File: src/rtl/mdu_issue_ctrl.sv
//==============================================================================
// Module : mdu_issue_ctrl
// Issue/hazard controller for the E-stage multiply/divide unit.
// Rev    : 1.0
//==============================================================================
`default_nettype none

module mdu_issue_ctrl #(
    parameter int unsigned MULT_CYCLES = 5,
    parameter int unsigned DIV_CYCLES  = 10
) (
    input  logic        clk,
    input  logic        reset,
    input  logic        e_valid_i,
    input  logic        e_flush_i,
    input  logic [3:0]  e_mdu_op_i,
    input  logic        d_is_md_i,
    output logic        start_o,
    output logic [3:0]  mdu_op_o,
    output logic        busy_o,
    output logic        stall_o,
    output logic [31:0] issue_cnt_o,
    output logic        err_o
);

    localparam logic [3:0] C_MULT_LOAD = 4'(MULT_CYCLES - 1);
    localparam logic [3:0] C_DIV_LOAD  = 4'(DIV_CYCLES - 1);

    typedef enum logic [0:0] {
        ST_IDLE = 1'b0,
        ST_BUSY = 1'b1
    } state_e;

    logic [3:0]  cnt_q, cnt_d;
    logic [31:0] issue_cnt_q, issue_cnt_d;
    logic        err_q, err_d;

    logic        w_is_md_op;
    logic        w_is_long_op;
    logic        w_qual;
    logic        w_busy;
    logic        w_start;
    logic        w_is_md_long;
    state_e      w_state;

    assign w_is_md_op   = (e_mdu_op_i >= 4'd1) && (e_mdu_op_i <= 4'd8);
    assign w_is_long_op = (e_mdu_op_i >= 4'd1) && (e_mdu_op_i <= 4'd4);
    assign w_qual       = e_valid_i & ~e_flush_i & w_is_md_op;
    assign w_busy       = (cnt_q != 4'd0);
    assign w_state      = w_busy ? ST_BUSY : ST_IDLE;

    // Issue is suppressed while reset is held so the MDU never sees a stray start.
    assign w_start      = w_qual & ~w_busy & ~reset;
    assign w_is_md_long = w_start & w_is_long_op;

    always_comb begin
        cnt_d       = cnt_q;
        issue_cnt_d = issue_cnt_q + {31'd0, w_start};
        err_d       = err_q | (w_qual & w_busy);
        case (w_state)
            ST_IDLE: begin
                if (w_is_md_long) begin
                    cnt_d = (e_mdu_op_i <= 4'd2) ? C_MULT_LOAD : C_DIV_LOAD;
                end
            end
            ST_BUSY: begin
                cnt_d = cnt_q - 4'd1;
            end
            default: begin
                cnt_d = 4'd0;
            end
        endcase
    end

    always_ff @(posedge clk) begin
        if (reset) begin
            cnt_q       <= 4'd0;
            issue_cnt_q <= 32'd0;
            err_q       <= 1'b0;
        end else begin
            cnt_q       <= cnt_d;
            issue_cnt_q <= issue_cnt_d;
            err_q       <= err_d;
        end
    end

    assign start_o     = w_start;
    assign mdu_op_o    = w_start ? e_mdu_op_i : 4'b0000;
    assign busy_o      = w_busy;
    assign stall_o     = d_is_md_i & (w_busy | w_is_md_long) & ~reset;
    assign issue_cnt_o = issue_cnt_q;
    assign err_o       = err_q;

endmodule

`default_nettype wire

File: config.mk
export PLATFORM = sky130hd
export DESIGN_NAME = mdu_issue_ctrl
export DESIGN_NICKNAME = d
export VERILOG_FILES = /design/src/rtl/mdu_issue_ctrl.sv
export SDC_FILE = /design/constraint.sdc
export NUM_CORES = 1
export LEC_CHECK = 0
export BUFFER_PORTS_ARGS = -buffer_cell sky130_fd_sc_hd__buf_2
export CELL_PAD_IN_SITES_DETAIL_PLACEMENT = 1
export CELL_PAD_IN_SITES_GLOBAL_PLACEMENT = 1
export CORE_MARGIN = 1.5
export CORE_UTILIZATION = 34
export CTS_CLUSTER_DIAMETER = 150
export DETAILED_ROUTE_END_ITERATION = 10
export PLACE_DENSITY_LB_ADDON = 0.1
export SYNTH_ARGS = -nofsm -noshare
export SYNTH_HDL_FRONTEND = slang
export SYNTH_SLANG_ARGS = --single-unit
File: constraint.sdc
create_clock -name clk -period 2.5 [get_ports clk]
set_input_delay 0 -clock clk [delete_from_list [all_inputs] [get_ports clk]]
set_output_delay 0 -clock clk [all_outputs]
set_load 0.01 [all_outputs]
==> run metrics, run 1 <==
status finished, violations left; Die Span Y 76.33 um; Residual DRC 0; Max rail drop VDD 0.2305 mV; CTS tree yes; post-route ant nets 0; largest net degree at the start of global routing 41; CP Launch Type flop; GRT overflow 0; DRT Pass-1 Iters 4; clock sink count 37; failing checks negative setup slack; max cap viols 0; Min-Delay Path Depth 4; Final WS setup -0.001782 ns; fmax 399.7 MHz; hold crit path type primary input to flop; fin util 0.4810; total die area 5826 sq um; reg2reg start cnt_q[1]; CTS clk-pin slew, worst paths 0.07 ns; Fin Clk Skew 0.006683 ns; register area 743.2 sq um; GPL Wtd Cong 0.7051; register area share after synthesis 0.4052; Mapped Cells 207; cell area power density 514.0 nW/um^2; Final Cycle Share 1.001; syn nets 218; Clk Latency, worst-skew pair 0.28 ns; Placed Area 2240 sq um; Fin Setup TNS -0.001782 ns; YS warnings 0; Initial DRC Count 56; R2R Setup Slk -0.002 ns; CP Class flop to flop; area of the mapped netlist 1828 sq um; CP max FO 5; Seq cells post-synth 37; Root Buffer Master clkbuf_8; max-slew headroom at the worst pin 0.7151; final instance area 2472 sq um; Die W 76.33 um; Layout fillers 641; Tot GR Track Use 0.1714; Max Slew Vio Count 0; final setup vio count 1; vias in the first global route 1,742; CP arrival 2.67 ns; Area Growth Syn to Fin 35.25%; final hold vios 0; RSZ-0062 raised after global routing true; hold-fix buffers at CTS 0; hold endpoint err_o; first-pass GRT wire length 8107 um; antenna violations before repair 0; placed cell count 331; fin crit period 2.502 ns; core area 5140 sq um; Critical Path End Type flop; fin cells 347; Vias/cell 5.124; measured slew at the worst slew-check pin 0.4273 ns; io pins 49; syn avg cell area 8.831 sq um; H-tree depth 2; PortBufs 48; Final nets 287; worst r2r dst issue_cnt_o[26]; Starting Density 0.3556; WL/cell 14.48 um; share of cells above drive strength 1 0.3827; area of the multi-input gates 1126 sq um; Routed Wire Length 5025 um; CTS Buf Count 5; Distinct cells, synth 38; CP Data Required Time 2.67 ns; R2R depth 11; # diodes 0; hpwl dp 3458 um; clock buffer depth 2; Worst Hold Launch e_flush_i; # rows 26; leakage dissipation 1.085 nW; Vias 1,778
## metrics by stage
step	hold slack (ns)	power (W)	setup slack, ns
detailed placement	0.2991	0.0008804	-0.2140
global placement	0.2894	0.0008780	-0.1298
global route	0.1634	0.001346	-0.09177
finish	0.1045	0.001271	-0.001782
floorplan	0.08713	0.0007755	-0.2764
CTS	0.1058	0.001289	-0.04980
## flip-flops by register name, indices dropped and copies added (netlist names)
signal / count
issue_cnt_o: 32
err_o: 1
cnt_q: 4
## cell usage in the layout, fill, tap and decap left out, types with 2 or more instances in the layout
master	instances
xnor2_1	3
clkbuf_8	5
buf_6	3
nand4_4	3
dfxtp_2	2
nor3_1	5
clkbuf_1	3
nor3_4	2
o31ai_1	7
a21oi_2	3
a21oi_1	10
and3_4	3
buf_2	48
or4_1	6
mux2_2	3
dfxtp_1	35
or3_1	3
nor2b_1	8
nand4_1	7
ha_4	2
and4_1	3
nor2_1	23
nor4_2	2
nand3_1	9
o21ai_0	7
or4_4	2
inv_1	5
mux2_4	2
and2_1	6
a211oi_1	2
nand2_1	12
buf_4	19
xor2_1	11
## how the worst max path moves through the flow
stage / start / to / slack [ns] / cells past startpoint
2_1_floorplan: cnt_q[2] / issue_cnt_o[28] / -0.28 / 10
3_3_place_gp: cnt_q[2] / issue_cnt_o[20] / -0.13 / 10
3_5_place_dp: cnt_q[2] / issue_cnt_o[20] / -0.21 / 10
4_1_cts: cnt_q[1] / issue_cnt_o[26] / -0.05 / 11
5_1_grt: cnt_q[1] / issue_cnt_o[26] / -0.09 / 11
6_report: cnt_q[1] / issue_cnt_o[26] / -0.002 / 11
## repair_timing
action                                  4_1_cts  5_1_grt
setup buffers                                 5        2
pin swaps                                     5        5
endpoints found under the setup margin       12       15
gates cloned                                  0        1
resized for setup                            11        9
## report_power, final
group	total, W	internal [W]	leakage [nW]	switching, W
clock network	0.000403	0.000198	0.0395	0.000205
registers	0.000624	0.000612	0.299	0.0000119
logic	0.000244	0.000124	0.747	0.000120
total	0.00127	0.000934	1.09	0.000337
## synth_stat cells
cell type	number	area [sq um]
nand2_1	12	45.04
and4_1	4	35.03
mux2_2	5	56.30
nor2_1	24	90.09
xnor2_1	3	26.28
and3_2	1	7.510
nor4bb_1	1	10.01
a211oi_1	2	15.01
and3_4	1	11.26
inv_1	5	18.77
and2_1	6	37.54
or4_1	8	60.06
buf_1	1	3.750
clkbuf_1	1	3.750
o21ai_0	7	35.03
mux2i_1	1	10.01
or3_1	4	25.02
o21ba_2	1	10.01
buf_2	2	10.01
a31oi_1	1	6.260
o21a_1	1	7.510
nor2b_1	8	50.05
xor2_1	11	96.34
buf_6	4	45.04
nand4_4	2	42.54
dfxtp_1	37	740.7
a21oi_1	13	65.06
nand4_1	7	43.79
and4_2	1	10.01
nor3_1	7	35.03
o31ai_1	7	52.55
nor4_1	2	12.51
o21bai_1	1	7.510
or2_2	1	6.260
nand3_1	9	45.04
ha_1	2	25.02
buf_4	1	7.510
and3_1	3	18.77
## routing by layer
metal  track usage  share of wire  vias to the layer above
li1              -              -                      879
met1        0.2171           0.47                      853
met2        0.2884           0.48                       42
met3       0.04551          0.038                        4
met4       0.04444         0.0074                        0
met5             0              0                        -
## final cells by class
type | count | share of cell area
Sequential cell | 37 | 0.3006
Timing Repair Buffer | 70 | 0.1685
Multi-Input combinational cell | 157 | 0.4555
Tap cell | 70 | 0.03543
Clock buffer | 8 | 0.03239
Inverter | 5 | 0.007591
## cells by family (layout without fill, tap and decap cells)
family                     after synthesis  count (layout)  share of synthesized area
muxes                                    6               6                    0.03627
and+or+nand+nor                        101             102                     0.3203
AOI/OAI and AO/OA                       33              33                     0.1088
xor gates and xnor gates                14              14                    0.06708
DFF                                     37              37                     0.4052
buffers and inverters                   14              83                    0.04859
adders and majority gates                2               2                    0.01369
## worst max-delay path: stages, from the launching register on
cell	delay (ns)
dfxtp_2	0.32
or4_4	0.53
nor2_2	0.09
and3_4	0.20
ha_4	0.15
ha_4	0.13
and3_4	0.18
nand4_1	0.09
buf_6	0.16
buf_6	0.12
nor3_4	0.13
mux2_4	0.31
No activity file was read; power rests on OpenSTA's default activity.
==> run 2: changes to the inputs <==
--- a/config.mk
+++ b/config.mk
@@ -13,6 +13,7 @@
 export CTS_CLUSTER_DIAMETER = 150
 export DETAILED_ROUTE_END_ITERATION = 10
 export PLACE_DENSITY_LB_ADDON = 0.1
+export SETUP_SLACK_MARGIN = 0.3
 export SYNTH_ARGS = -nofsm -noshare
 export SYNTH_HDL_FRONTEND = slang
 export SYNTH_SLANG_ARGS = --single-unit
==> run 2 against run 1 <==
Effect of this change: the flow still finishes with violations (negative setup slack); sequential share of layout area fell by 1.6 points; non-clock buffer count up 5; total power up 17%; hold slack improved by 0.017 ns; register-to-register slack is essentially flat; critical endpoint unchanged; largest cell class unchanged; largest power group unchanged.
==> run metrics, run 2 (synthesis gave the netlist of run 1 again) <==
status finished, violations left; failing checks negative setup slack; Routed Wire Length 4977 um; total die area 5826 sq um; # diodes 0; CP Launch Type flop; critical path's top delay family simple AND/OR/NAND/NOR gates; max reg flops 32; vias in the first global route 1,773; Initial DRC Count 46; most common cell after layout, fill and taps aside buf_2; CTS clk-pin slew, worst paths 0.07 ns; Critical-path top delay cell or4_4; share of cells above drive strength 1 0.4043; Vias/cell 5.114; CP max FO 5; Final Cycle Share 1.007; CP Data Required Time 2.68 ns; H-tree depth 2; Root Buffer Master clkbuf_8; hpwl dp 3332 um; DRT Pass-1 Iters 4; Area Growth Syn to Fin 42.92%; fin crit period 2.517 ns; RSZ-0062 raised after global routing true; largest net degree at the start of global routing 41; WP depth 11; WL/cell 14.14 um; Fin Clk Skew 0.008263 ns; worst setup path startpoint cnt_q[2]; Final WS setup -0.01660 ns; Starting Density 0.3556; leakage dissipation 1.163 nW; R2R depth 11; Min-Delay Path Depth 4; total power 0.001486 W; placed cell count 332; leading cell types in the layout, fill and taps excluded buf_2, dfxtp_1, nor2_1, buf_4, a21oi_1; clock sink count 37; max cap viols 0; CP arrival 2.69 ns; reg2reg start cnt_q[2]; CTS tree yes; GRT overflow 0; io pins 49; Critical Path End Type flop; Residual DRC 0; post-route ant nets 0; max-slew headroom at the worst pin 0.7215; GPL Wtd Cong 0.7678; final setup vio count 1; PortBufs 48; CP Class flop to flop; Crit path largest cell delay 0.53 ns; Fin Setup TNS -0.01660 ns; fin cells 352; Vias 1,800; fmax 397.4 MHz; measured slew at the worst slew-check pin 0.4177 ns; Die Span Y 76.33 um; clock buffer depth 2; CTS Buf Count 5; final hold vios 0; Final nets 292; hold crit path type primary input to flop; Die W 76.33 um; CP Buf/Inv Count 2; first-pass GRT wire length 8700 um; # rows 26; hold-fix buffers at CTS 0; worst path cell trace or4_4, nor2_2, and3_4, ha_4, ha_4, and3_4, nand4_1, buf_6, buf_6, nor3_4, mux2_4; cell area power density 568.7 nW/um^2; Max rail drop VDD 0.2608 mV; Clk Latency, worst-skew pair 0.29 ns; Tot GR Track Use 0.1869; antenna violations before repair 0; core area 5140 sq um; Max Slew Vio Count 0; Worst Hold Launch e_flush_i
==> run 2: cell count changes in the layout (fill, tap and decap cells not counted), sizes merged <==
cell,previous run,this run
buf,70,75
bufinv,0,2
clkbuf,8,5
clkinv,0,1
==> run 2: path summary, 6_finish.rpt <==
path         slack (ns)         endpoint
max reg2reg       -0.02  issue_cnt_o[26]
max               -0.02  issue_cnt_o[26]
min reg2reg        0.49  issue_cnt_o[31]
min                0.12            err_o
==> run 2: routing by layer <==
metal / vias up / global-route usage / part of all wire
met2: 43 / 0.2929 / 0.45
met3: 8 / 0.05269 / 0.049
li1: 897 / - / -
met1: 852 / 0.2478 / 0.48
met5: - / 0 / 0
met4: 0 / 0.06111 / 0.015
==> run 2: through the flow <==
step,util,setup slack [ns],hold WS [ns],instance area (sq um)
2_1_floorplan,-,-0.2764,0.08713,1894
3_3_place_gp,0.4396,-0.09604,0.2890,2260
3_5_place_dp,0.4396,-0.1596,0.2986,2260
4_1_cts,0.4988,0.0006517,0.1144,2564
5_1_grt,0.5083,-0.08628,0.1413,2613
6_report,0.5083,-0.01660,0.1214,2613
==> run 2: layout make-up <==
type                            count  area, sq um
Clock buffer                        5        68.82
Fill cell                         644         2527
Tap cell                           70        87.58
Timing Repair Buffer               75        480.5
Multi-Input combinational cell    157         1149
Sequential cell                    37        743.2
Clock inverter                      3        65.06
Inverter                            5        18.77
==> run 2: where the power goes <==
part           internal [W]  switching [W]  total (W)
clock              0.000396       0.000220   0.000616
sequential         0.000612      0.0000124   0.000624
combinational      0.000122       0.000123   0.000246
total               0.00113       0.000355    0.00149
==> run 2: tightest hold or removal path: cells and delay by family <==
family                 cells  cell delay, ns
buffers and inverters      1            0.07
AO/OA/AOI/OAI              1            0.17
AND/OR/NAND/NOR            2            0.12
==> run 2: what timing repair did <==
item,CTS,global route
buffers inserted,8,3
pin swaps,7,7
resized for setup,22,6
gates cloned,1,0
endpoints found under the setup margin,24,28
